--- src/rtl/sram_frame_writer.sv ---
// Streams one frame of 16-bit pixels into async SRAM at word addresses 0..FRAME_WORDS-1.
// Each word takes 4 clocks (accept/setup/strobe/hold), and pix_ready_o is low for 3 of them.
module sram_frame_writer #(
  parameter int FRAME_WORDS = 1048576,
  parameter int ADDR_W      = 20
) (
  input  logic              clk108,
  input  logic              rst,
  input  logic              start_i,
  input  logic              pix_valid_i,
  input  logic              pix_sof_i,
  input  logic [15:0]       pix_data_i,
  output logic              pix_ready_o,
  output logic [ADDR_W-1:0] sram_addr_o,
  output logic [15:0]       sram_dq_out_o,
  output logic              sram_dq_oe_o,
  output logic              sram_we_n_o,
  output logic              sram_oe_n_o,
  output logic              disp_en_o,
  output logic              busy_o,
  output logic              done_o,
  output logic              err_sof_o
);

  typedef enum logic [2:0] {
    S_IDLE,
    S_ARM,
    S_ACCEPT,
    S_SETUP,
    S_WRITE,
    S_HOLD,
    S_DONE
  } state_t;

  localparam logic [ADDR_W-1:0] LAST_ADDR = ADDR_W'(FRAME_WORDS - 1);

  state_t            state_q, state_d;
  logic [ADDR_W-1:0] addr_q, addr_d;
  logic [15:0]       data_q, data_d;
  logic              pix_ready_q, pix_ready_d;
  logic              dq_oe_q, dq_oe_d;
  logic              we_n_q, we_n_d;
  logic              oe_n_q, oe_n_d;
  logic              disp_en_q, disp_en_d;
  logic              busy_q, busy_d;
  logic              done_q, done_d;
  logic              err_sof_q, err_sof_d;

  logic hs;
  logic owns_sram_d;

  assign hs = pix_valid_i & pix_ready_q;

  // State register together with the registered outputs.
  always_ff @(posedge clk108 or negedge rst) begin
    if (!rst) begin
      state_q     <= S_IDLE;
      addr_q      <= '0;
      data_q      <= '0;
      pix_ready_q <= 1'b0;
      dq_oe_q     <= 1'b0;
      we_n_q      <= 1'b1;
      oe_n_q      <= 1'b0;
      disp_en_q   <= 1'b1;
      busy_q      <= 1'b0;
      done_q      <= 1'b0;
      err_sof_q   <= 1'b0;
    end else begin
      state_q     <= state_d;
      addr_q      <= addr_d;
      data_q      <= data_d;
      pix_ready_q <= pix_ready_d;
      dq_oe_q     <= dq_oe_d;
      we_n_q      <= we_n_d;
      oe_n_q      <= oe_n_d;
      disp_en_q   <= disp_en_d;
      busy_q      <= busy_d;
      done_q      <= done_d;
      err_sof_q   <= err_sof_d;
    end
  end

  // Next state plus the address/data path. Address and data only move on entry to SETUP or DONE.
  always_comb begin
    state_d = state_q;
    addr_d  = addr_q;
    data_d  = data_q;
    case (state_q)
      S_IDLE: begin
        if (start_i) state_d = S_ARM;
      end
      S_ARM: begin
        if (hs && pix_sof_i) begin
          data_d  = pix_data_i;
          addr_d  = '0;
          state_d = S_SETUP;
        end
      end
      S_ACCEPT: begin
        if (hs) begin
          data_d  = pix_data_i;
          addr_d  = pix_sof_i ? '0 : addr_q + ADDR_W'(1);
          state_d = S_SETUP;
        end
      end
      S_SETUP: state_d = S_WRITE;
      S_WRITE: state_d = S_HOLD;
      S_HOLD: begin
        if (addr_q == LAST_ADDR) begin
          addr_d  = '0;
          state_d = S_DONE;
        end else begin
          state_d = S_ACCEPT;
        end
      end
      S_DONE: begin
        if (start_i) state_d = S_ARM;
      end
      default: state_d = S_IDLE;
    endcase
  end

  // Outputs are decoded from the next state so that they line up with the state once registered.
  always_comb begin
    owns_sram_d = (state_d != S_IDLE) && (state_d != S_DONE);
    pix_ready_d = (state_d == S_ARM) || (state_d == S_ACCEPT);
    dq_oe_d     = (state_d == S_SETUP) || (state_d == S_WRITE) || (state_d == S_HOLD);
    we_n_d      = (state_d != S_WRITE);
    oe_n_d      = owns_sram_d;
    disp_en_d   = !owns_sram_d;
    busy_d      = owns_sram_d;
    done_d      = (state_d == S_DONE) && (state_q != S_DONE);
    err_sof_d   = (state_q == S_ACCEPT) && hs && pix_sof_i;
  end

  assign pix_ready_o   = pix_ready_q;
  assign sram_addr_o   = addr_q;
  assign sram_dq_out_o = data_q;
  assign sram_dq_oe_o  = dq_oe_q;
  assign sram_we_n_o   = we_n_q;
  assign sram_oe_n_o   = oe_n_q;
  assign disp_en_o     = disp_en_q;
  assign busy_o        = busy_q;
  assign done_o        = done_q;
  assign err_sof_o     = err_sof_q;

  a_we_needs_oe: assert property (@(posedge clk108) disable iff (!rst)
    !sram_we_n_o |-> sram_dq_oe_o);

  a_we_bus_stable: assert property (@(posedge clk108) disable iff (!rst)
    !sram_we_n_o |-> ($stable(sram_addr_o) && $stable(sram_dq_out_o)));

  a_addr_in_frame: assert property (@(posedge clk108) disable iff (!rst)
    sram_addr_o <= LAST_ADDR);

  a_disp_hand_off: assert property (@(posedge clk108) disable iff (!rst)
    disp_en_o == sram_oe_n_o |-> 1'b0);

endmodule

--- config.mk ---
export PLATFORM = sky130hd
export DESIGN_NAME = sram_frame_writer
export DESIGN_NICKNAME = d
export VERILOG_FILES = /design/src/rtl/sram_frame_writer.sv
export SDC_FILE = /design/constraint.sdc
export NUM_CORES = 1
export LEC_CHECK = 0
export CELL_PAD_IN_SITES_DETAIL_PLACEMENT = 0
export CELL_PAD_IN_SITES_GLOBAL_PLACEMENT = 1
export CORE_MARGIN = 5
export CORE_UTILIZATION = 45
export CTS_BUF_LIST = sky130_fd_sc_hd__clkbuf_8
export DETAILED_ROUTE_END_ITERATION = 10
export DONT_BUFFER_PORTS = 1
export PLACE_DENSITY = 0.72
export SKIP_CTS_REPAIR_TIMING = 1
export SYNTH_ARGS = -nofsm -noshare
export SYNTH_HDL_FRONTEND = slang
export SYNTH_SLANG_ARGS = --single-unit
--- constraint.sdc ---
create_clock -name clk108 -period 2.05 [get_ports clk108]
set_input_delay 0.41 -clock clk108 [delete_from_list [all_inputs] [get_ports clk108]]
set_output_delay 0.41 -clock clk108 [all_outputs]
set_load 0.01 [all_outputs]
==> metrics.txt, run 1 <==
row cnt=25; wire per inst=17.7 um; MaxCap Viol Count=0; share of cells above drive strength 1=21.7%; Clock Path Buffers=2; global-route wire length before repair=8250 um; top cell family by delay on the critical path=compound AO/OA/AOI/OAI gates; TritonCTS Buffers=5; Synth Area in Compound Gates=16.9%; Tcrit/Tclk final=89.6%; worst-path maximum fanout=21; Critical-path top delay cell=a31oi_4; #FFs+latches synth=46; vias in the first global route=1639; CTS tree=yes; CP peak stage delay=0.53 ns; Async S/R FF share, synth=100%; RSZ-0062 raised after global routing=false; r2r setup slk=0.21 ns; Startpoint Class=register; drt drc=0; FMAX=545 MHz; min-delay worst type=input port to register; H-Tree Level Count=2; fin crit period=1.84 ns; WHS Path Cells=1; Worst R2R End=sram_addr_o[4]$_DFFE_PN0P_; Fin. Hold Viols=0; Rel. slew slack=59.8%; width of the die=80.9 um; most frequent cells in the layout=dfrtp_1 (44), o21ai_1 (23), nor2_1 (17); hold_sp=pix_data_i[4]; met3 global-route usage=7.10%; Fin Hold WS=0.255 ns; Post-synth EDFFs=0; Area after DPL=0.00236 sq mm; worst-path cell chain=ha_1, nand3_2, nor2_4, a31oi_4, o21ai_1, o31ai_1; Die ar.=0.00654 sq mm; Critical Path RT=2.25 ns; WHS Endpoint=sram_dq_out_o[4]$_DFFE_PN0P_; via count=1681; die height=80.9 um; multiplexer share of the synthesized area=7.97%; area added between synthesis and finish=10.0%; critical path class=register to register; initial drt markers=99; GR Util met1=20.8%; Top FF cell, synth=dfrtp_1; fin area=0.00249 sq mm; setup TNS after final layout=0 ns; Critical Path End Type=register; Synth Cell Area=0.00226 sq mm; clk slew on worst S/H paths=0.09 ns; Antenna Nets Post-Route=0; initial antenna violation count=0; final setup fails=0; Peak VDD IR=0.000488 V; pin count of the biggest net entering global routing=47; total gr overflow=0; CORE AREA=0.00479 sq mm; Root Driver=clkbuf_8; Final Power=2.69 mW; Synth Warn #=0; RR Startpoint=sram_addr_o[1]$_DFFE_PN0P_; R2R depth=6; Fin Clk Skew=0.00716 ns; met2 usage=25.3%; xor/xnor share of the synthesized area=0%; PwrDens=1080 mW/mm^2; Routability Congestion=0.821; Synth Area in Adders=0.554%; post-synthesis sequential area ratio=51.1%; Mean Syn Cell Area=10.7 sq um; detailed placement HPWL=3670 um; status=finished clean; # port buffers=0; Initial Utilization=47.2%; Top Ports=65; Static Leakage=1.08 nW; GR Util All Layers=16.4%; critical path arrival=2.03 ns; GR peak layer=met2; Worst Tran Pin Value=0.602 ns; Synth Instances=211; Synthesized Nets=233; post-synth cell types=42; Routed WL=5090 um; Simple-Gate Fraction of Synth Area=20.4%; DRT Pass-1 Iters=4; ant diodes=0; Worst-Skew Late Latency=0.30 ns; largest family of logic cells by synthesized area=simple AND/OR/NAND/NOR gates; CP bufs+invs=0; Clock Sinks=46; Slew Viols, Final=0; # fillers=447; commonest non-fill, non-tap cell in the layout=dfrtp_1; Via density=5.84; Nets=242
==> registers in the layout, indices dropped and copies added (netlist names) <==
signal / flops
sram_addr_o: 20
sram_dq_out_o: 16
state_q: 3
busy_o: 1
disp_en_o: 1
done_o: 1
err_sof_o: 1
pix_ready_o: 1
sram_dq_oe_o: 1
sram_we_n_o: 1
==> cells in the mapped netlist, drive strengths merged, types with 6 or more instances <==
master	number	area share, %
dfrtp	44	49
nand2	14	2.3
buf	6	2.1
o21ai	32	7.1
nand4	9	4.1
a31oi	8	2.9
o31ai	6	2.2
a21oi	8	2.3
mux2	16	8.0
nor2	19	4.2
nand3	9	2.2
==> stage by stage <==
step	util, %	worst slack [ns]	std cells
2_1_floorplan	-	0.399	211
3_3_place_gp	49.2	0.276	278
3_5_place_dp	49.2	0.221	278
4_1_cts	51.2	0.205	286
5_1_grt	51.9	0.0569	288
6_report	51.9	0.214	288
==> layout make-up <==
type                    instances  area (sq um)  area share (%)
clock buffers                   5          68.8            2.77
clock inverters                 3          23.8           0.956
inverters                       2          7.51           0.302
multi-input cells             153          1040            41.7
flip-flops and latches         46          1150            46.4
well taps                      67          83.8            3.37
repair buffers                 12           113            4.53
==> kinds of logic (layout without fill, tap and decap cells) <==
kind of cell	after synthesis	in the layout
buffers and inverters	12	22
multiplexers	16	16
flip-flops	46	46
adder cells (fa/ha/maj)	1	1
AND/OR/NAND/NOR	75	75
AO/OA/AOI/OAI	61	61
==> how the worst max path moves through the flow <==
stage,from,to,slack [ns],cells past startpoint
4_1_cts,sram_addr_o[1]$_DFFE_PN0P_,sram_addr_o[4]$_DFFE_PN0P_,0.21,6
2_1_floorplan,sram_addr_o[0]$_DFFE_PN0P_,sram_addr_o[9]$_DFFE_PN0P_,0.40,7
5_1_grt,sram_addr_o[1]$_DFFE_PN0P_,sram_addr_o[4]$_DFFE_PN0P_,0.06,6
6_report,sram_addr_o[1]$_DFFE_PN0P_,sram_addr_o[4]$_DFFE_PN0P_,0.21,6
3_3_place_gp,sram_addr_o[1]$_DFFE_PN0P_,sram_addr_o[2]$_DFFE_PN0P_,0.28,6
3_5_place_dp,sram_addr_o[1]$_DFFE_PN0P_,sram_addr_o[4]$_DFFE_PN0P_,0.22,6
==> per-layer routing <==
layer | part of all wire [%] | up-vias
met4 | 1.2 | 0
met1 | 44 | 823
met2 | 46 | 54
li1 | - | 797
met5 | 0 | -
met3 | 9.5 | 7
==> worst reg2reg max path, delay by kind of cell, from the launching register on <==
kind                     cells  cell delay (ns)
AO/OA/AOI/OAI                3             0.78
adder cells (fa/ha/maj)      1             0.27
flip-flops                   1             0.49
AND/OR/NAND/NOR              2             0.21
==> power breakdown <==
| part | total, mW | switching, mW | internal [mW] |
|---|---|---|---|
| Sequential | 1.44 | 0.285 | 1.16 |
| Combinational | 0.681 | 0.355 | 0.326 |
| Clock | 0.570 | 0.326 | 0.244 |
(Power assumes the default switching activity.)
==> run 2: changes to the inputs <==
--- a/config.mk
+++ b/config.mk
@@ -5,14 +5,12 @@
 export SDC_FILE = /design/constraint.sdc
 export NUM_CORES = 1
 export LEC_CHECK = 0
-export CELL_PAD_IN_SITES_DETAIL_PLACEMENT = 0
-export CELL_PAD_IN_SITES_GLOBAL_PLACEMENT = 1
 export CORE_MARGIN = 5
 export CORE_UTILIZATION = 45
 export CTS_BUF_LIST = sky130_fd_sc_hd__clkbuf_8
 export DETAILED_ROUTE_END_ITERATION = 10
 export DONT_BUFFER_PORTS = 1
-export PLACE_DENSITY = 0.72
+export PLACE_DENSITY = 0.58
 export SKIP_CTS_REPAIR_TIMING = 1
 export SYNTH_ARGS = -nofsm -noshare
 export SYNTH_HDL_FRONTEND = slang
==> run 2 against run 1 <==
Clock skew decreased by 0.0052 ns. Sequential power is essentially flat. Worst setup slack improved by 0.0032 ns. Worst hold slack better by 0.00083 ns. Via count decreased by 0.12%. Cell area shrank 0.40%. Highest routed layer unchanged.
==> metrics.txt, run 2 (synthesis gave the netlist of run 1 again) <==
status=finished clean; width of the die=80.9 um (unchanged); RR Startpoint=state_q[1]$_DFF_PN0_; clk slew on worst S/H paths=0.08 ns (about the same); Routability Congestion=0.769 (-6.3%); final setup fails=0 (unchanged); via count=1679 (-0.12%); wire per inst=17.1 um (-3.0%); Critical Path End=sram_addr_o[2]$_DFFE_PN0P_; PwrDens=1060 mW/mm^2 (-1.7%); initial drt markers=75 (-24%); global-route wire length before repair=7860 um (-4.8%); H-Tree Level Count=2 (unchanged); final worst slack=0.217 ns (+0.00321 ns); fin util=51.7% (-0.21 points); row cnt=25 (unchanged); min-delay worst type=input port to register; r2r setup slk=0.22 ns (about the same); worst-path maximum fanout=21 (unchanged); critical path class=register to register; Tcrit/Tclk final=89.4% (-0.16 points); Fin Clk Skew=0.00199 ns (-0.00517 ns); FMAX=546 MHz (+0.18%); GR Util All Layers=15.6% (-0.83 points); Worst-Skew Late Latency=0.30 ns (about the same); vias in the first global route=1619 (-1.2%); Nets=241 (-0.41%); Peak VDD IR=0.000486 V (-0.42%); fin area=0.00248 sq mm (-0.40%); R2R depth=5 (-1); Critical Path RT=2.22 ns (-0.03 ns); most frequent cells in the layout=dfrtp_1 (44), o21ai_1 (23), nor2_1 (17); detailed placement HPWL=3550 um (-3.4%); area added between synthesis and finish=9.58%; pin count of the biggest net entering global routing=47 (unchanged); Routed WL=4920 um (-3.4%); RSZ-0062 raised after global routing=false; Initial Utilization=47.2% (unchanged); initial antenna violation count=0 (unchanged); MaxCap Viol Count=0 (unchanged); DRT Pass-1 Iters=4 (unchanged); total gr overflow=0 (unchanged); CP startpoint=state_q[1]$_DFF_PN0_; Rel. slew slack=59.4% (-0.40 points); ant diodes=0 (unchanged); Worst Tran Pin Value=0.608 ns (+0.00602 ns); Die ar.=0.00654 sq mm (unchanged); Via density=5.85 (+0.23%); # port buffers=0 (unchanged); Static Leakage=1.08 nW (-0.22%); Top Ports=65 (unchanged); CORE AREA=0.00479 sq mm (unchanged); Clock Sinks=46 (unchanged); dpl ws=0.255 ns (+0.0350 ns); Root Driver=clkbuf_8; drt drc=0 (unchanged); die height=80.9 um (unchanged); CTS tree=yes; fin crit period=1.83 ns (-0.00321 ns); Worst R2R End=sram_addr_o[2]$_DFFE_PN0P_; Startpoint Class=register; TritonCTS Buffers=5 (unchanged); Clock Path Buffers=2 (unchanged); Fin Hold WS=0.256 ns (+0.000833 ns); Area after DPL=0.00235 sq mm (-0.32%); Antenna Nets Post-Route=0 (unchanged); commonest non-fill, non-tap cell in the layout=dfrtp_1; critical path arrival=2.01 ns (-0.02 ns); share of cells above drive strength 1=21.4% (-0.36 points); Critical Path End Type=register; max reg flops=20 (unchanged); setup TNS after final layout=0 ns (unchanged); Fin. Hold Viols=0 (unchanged); Top reg by flops=sram_addr_o; Slew Viols, Final=0 (unchanged)
-- run 2: changes by cell type in the layout (fill, tap and decap cells not counted), sizes merged --
cell,previous run,this run
clkinv,0,2
buf,11,10
clkinvlp,2,1
inv,3,2
-- run 2: how the worst min path moves through the flow --
stage	start	end	slack (ns)	depth (start not counted)
final	pix_data_i[5]	sram_dq_out_o[5]$_DFFE_PN0P_	0.26	1
after floorplan	rst	busy_o$_DFF_PN0_	0.11	0
after global placement	rst	sram_dq_out_o[3]$_DFFE_PN0P_	0.12	0
after CTS	rst	err_sof_o$_DFF_PN0_	-0.22	0
after detailed placement	rst	sram_dq_out_o[3]$_DFFE_PN0P_	0.12	0
after global routing	pix_data_i[5]	sram_dq_out_o[5]$_DFFE_PN0P_	0.23	1
-- run 2: critical path, stage by stage (launching register included) --
cell and delay [ns]:
dfrtp_1 0.54, nand2b_1 0.28, nor3_4 0.28, a31oi_4 0.28
o21ai_0 0.23, o21ai_0 0.10
-- run 2: metrics by stage --
stage | cells | power, mW
final | 287 | 2.64
after global placement | 277 | 2.05
after floorplan | 211 | 1.95
after CTS | 285 | 2.66
after detailed placement | 277 | 2.09
after global routing | 287 | 2.81
-- run 2: report_power, final --
part	total (mW)	switching (mW)	leakage [nW]	internal [mW]
Clock	0.549	0.309	0.0441	0.240
Sequential	1.46	0.308	0.594	1.16
Combinational	0.624	0.316	0.440	0.308
Total	2.64	0.934	1.08	1.70
-- run 2: layout make-up --
cell class                 count  area [sq um]
clock inverter                 3          21.3
clock buffer                   5          68.8
timing repair buffer          11           105
multi-input combinational    153          1040
fill                         448          2310
inverter                       2          7.51
sequential                    46          1150
tap                           67          83.8
-- run 2: per-layer routing --
layer	routed length, um	GRT usage, %
met5	0	0
met4	29	3.21
met3	458	7.21
met2	2340	25.1
met1	2090	19.3
==> run 3: changes to the inputs <==
--- a/config.mk
+++ b/config.mk
@@ -5,9 +5,11 @@
 export SDC_FILE = /design/constraint.sdc
 export NUM_CORES = 1
 export LEC_CHECK = 0
+export ABC_AREA = 1
 export CORE_MARGIN = 5
 export CORE_UTILIZATION = 45
 export CTS_BUF_LIST = sky130_fd_sc_hd__clkbuf_8
+export CTS_CLUSTER_SIZE = 28
 export DETAILED_ROUTE_END_ITERATION = 10
 export DONT_BUFFER_PORTS = 1
 export PLACE_DENSITY = 0.58
==> run 3 against run 2 <==
Fmax is 5.1% higher. Clock skew rose by 0.0015 ns. Largest power group unchanged. Critical endpoint is now sram_addr_o[5]$_DFFE_PN0P_. Die area grew 12%. Combinational power up 68%. Largest cell class is now multi-input combinational cells. Cell count up 43%.
==> metrics.txt, run 3 <==
Rel. slew slack=70.0% (+11 points); top-count cell post-synth=nand2_1; Critical Path RT=2.24 ns (+0.02 ns); TritonCTS Buffers=5 (unchanged); MaxCap Viol Count=0 (unchanged); Worst-Skew Late Latency=0.30 ns (about the same); max reg flops=20 (unchanged); Routed WL=5920 um (+20%); GR Util All Layers=17.5% (+1.9 points); Initial Utilization=46.5% (-0.73 points); Post-synth EDFFs=0 (unchanged); Clock power frac=19.8% (-1.0 points); #FFs+latches synth=46 (unchanged); Worst Tran Pin Value=0.448 ns (-0.160 ns); CORE AREA=0.00551 sq mm (+15%); final setup fails=0 (unchanged); Tcrit/Tclk final=85.0% (-4.4 points); commonest non-fill, non-tap cell in the layout=nand2_1; wire per inst=14.5 um (-16%); Synth Warn #=0 (unchanged); vias in the first global route=2185 (+35%); area share of the largest cell type after synthesis=43.0% (-5.7 points); via count=2140 (+27%); post-synthesis sequential area ratio=45.1% (-6.0 points); Seq pwr share=45.7% (-9.8 points); ant diodes=0 (unchanged); PwrDens=1090 mW/mm^2 (+2.5%); Antenna Nets Post-Route=0 (unchanged); initial antenna violation count=0 (unchanged); Async S/R FF share, synth=100% (unchanged); die height=85.4 um (+5.6%); cell taking the most area after synthesis=dfrtp_1; setup TNS after final layout=0 ns (unchanged); pin count of the biggest net entering global routing=47 (unchanged); Critical-path top delay cell=dfrtp_1; fin crit period=1.74 ns (-0.0894 ns); Commonest cells post-synth=nand2_1 (119), dfrtp_1 (44), nor2_1 (33); Critical Path End Type=register; Via density=5.23 (-11%); Clock Sinks=46 (unchanged); critical path class=register to register; share of cells above drive strength 1=18.1% (-3.3 points); CP peak stage delay=0.36 ns (-0.18 ns); H-Tree Level Count=2 (unchanged); Die ar.=0.00730 sq mm (+12%); Int Power=1.72 mW (+0.69%); critical path arrival=1.94 ns (-0.07 ns); Top Ports=65 (unchanged); DRT Pass-1 Iters=4 (unchanged); Sw Ratio=43.8% (+8.4 points); row cnt=27 (+8.0%); Startpoint Class=register; # port buffers=0 (unchanged); Static Leakage=1.29 nW (+19%); Fin. Hold Viols=0 (unchanged); Synthesized Nets=348 (+49%); CTS tree=yes; Root Driver=clkbuf_8; worst-path maximum fanout=36 (+71%); Synth Cell Area=0.00256 sq mm (+13%); Peak VDD IR=0.000708 V (+46%); min-delay worst type=input port to register; worst-path cell chain=ha_1, nand2_2, nor2_4, nand2_4, nor2_4, nand3_2, nand2_4, nand2_8, nand2_1, o21ai_2; drt drc=0 (unchanged); register area=0.00115 sq mm (unchanged); post-synth cell types=31 (-26%); Synth area leaders=dfrtp_1 (43%), nand2_1 (17%), nand4_1 (5.1%), o21ai_2 (5.1%), nor2_1 (4.8%); most frequent cells in the layout=nand2_1 (119), dfrtp_1 (44), nor2_1 (33); Nets=358 (+49%); FMAX=574 MHz (+5.1%); clk slew on worst S/H paths=0.09 ns (about the same); Top FF cell, synth=dfrtp_1; Clock Path Buffers=2 (unchanged); initial drt markers=72 (-4.0%); multi-input logic area=0.00126 sq mm (+21%); Fin Clk Skew=0.00351 ns (+0.00152 ns); Mean Syn Cell Area=7.85 sq um (-27%); width of the die=85.4 um (+5.6%); RSZ-0062 raised after global routing=false; Top reg by flops=sram_addr_o; Slew Viols, Final=0 (unchanged); Synth Instances=326 (+55%); area added between synthesis and finish=9.19%; status=finished clean; Fin Hold WS=0.215 ns (-0.0409 ns); Net Sw Power=1.34 mW (+43%); detailed placement HPWL=4450 um (+25%); # fillers=566 (+26%); total gr overflow=0 (unchanged); combinational share of power=34.5% (+11 points); global-route wire length before repair=10400 um (+32%); Routability Congestion=0.875 (+14%)
==> run 3: cell types whose count changed after synthesis, sizes merged, moves of 5 or more <==
cell,before,now
nand4,9,21
nand3,9,22
nand2,14,129
a31oi,8,0
o31ai,6,0
o21ai,32,18
inv,2,24
and3,5,0
mux2,16,0
nor2,19,37
a21oi,8,3
nand2b,5,0
==> run 3: layer usage <==
metal | global-route usage [%] | vias up | routed length [um] | share of wire (%)
met1 | 21.1 | 983 | 2500 | 42
met3 | 5.05 | 13 | 406 | 6.9
li1 | - | 1079 | - | -
met4 | 6.04 | 0 | 133 | 2.2
met5 | 0 | - | 0 | 0
met2 | 29.9 | 65 | 2870 | 49
==> run 3: cell type report <==
| class | count | share of cell area (%) |
|---|---|---|
| sequential | 46 | 41.3 |
| multi-input combinational | 248 | 45.0 |
| tap | 72 | 3.22 |
| timing repair buffer | 11 | 3.76 |
| clock buffer | 6 | 2.95 |
| clock inverter | 2 | 0.582 |
| inverter | 24 | 3.22 |
==> run 3: through the flow <==
step | cell area (sq um) | instances | utilization [%] | worst slack (ns) | power [mW]
after floorplan | 2560 | 326 | - | 0.345 | 2.36
after global placement | 2660 | 399 | 48.3 | 0.376 | 2.44
after detailed placement | 2660 | 399 | 48.3 | 0.320 | 2.46
after CTS | 2760 | 407 | 50.1 | 0.302 | 3.08
after global routing | 2800 | 409 | 50.8 | 0.119 | 3.31
final | 2800 | 409 | 50.8 | 0.307 | 3.05
==> run 3: final timing paths <==
| check | from | end | slack [ns] | cells past startpoint |
|---|---|---|---|---|
| hold / removal | pix_data_i[7] | sram_dq_out_o[7]$_DFFE_PN0P_ | 0.22 | 2 |
| min in group asynchronous | rst | sram_addr_o[4]$_DFFE_PN0P_ | 0.61 | 2 |
| setup / recovery | sram_addr_o[0]$_DFFE_PN0P_ | sram_addr_o[5]$_DFFE_PN0P_ | 0.31 | 10 |
| max in group asynchronous | rst | sram_we_n_o$_DFF_PN1_ | 1.17 | 2 |
| setup reg to reg | sram_addr_o[0]$_DFFE_PN0P_ | sram_addr_o[5]$_DFFE_PN0P_ | 0.31 | 10 |
| hold reg to reg | sram_dq_out_o[5]$_DFFE_PN0P_ | sram_dq_out_o[5]$_DFFE_PN0P_ | 0.55 | 2 |
==> run 3: cells by family after synthesis <==
| logic type | after synthesis | synth area share [%] |
|---|---|---|
| AO/OA/AOI/OAI | 25 | 8.36 |
| XOR/XNOR | 3 | 1.03 |
| adder cells (fa/ha/maj) | 1 | 0.489 |
| buffers and inverters | 32 | 5.82 |
| flip-flops | 46 | 45.1 |
| AND/OR/NAND/NOR | 219 | 39.2 |
==> run 3: worst max-delay path: cells and delay by family (launching register included) <==
family	cells	cell delay, ns
adder cells (fa/ha/maj)	1	0.23
AND/OR/NAND/NOR	8	0.95
flip-flops	1	0.36
AO/OA/AOI/OAI	1	0.05
==> run 3: power by group through the flow <==
stage               Clock, mW  Sequential [mW]  Combinational [mW]
floorplan                   0             1.37               0.995
CTS                     0.627             1.40                1.05
detailed placement          0             1.41                1.05
finish                  0.605             1.39                1.05
global placement            0             1.42                1.03
global route            0.663             1.43                1.22
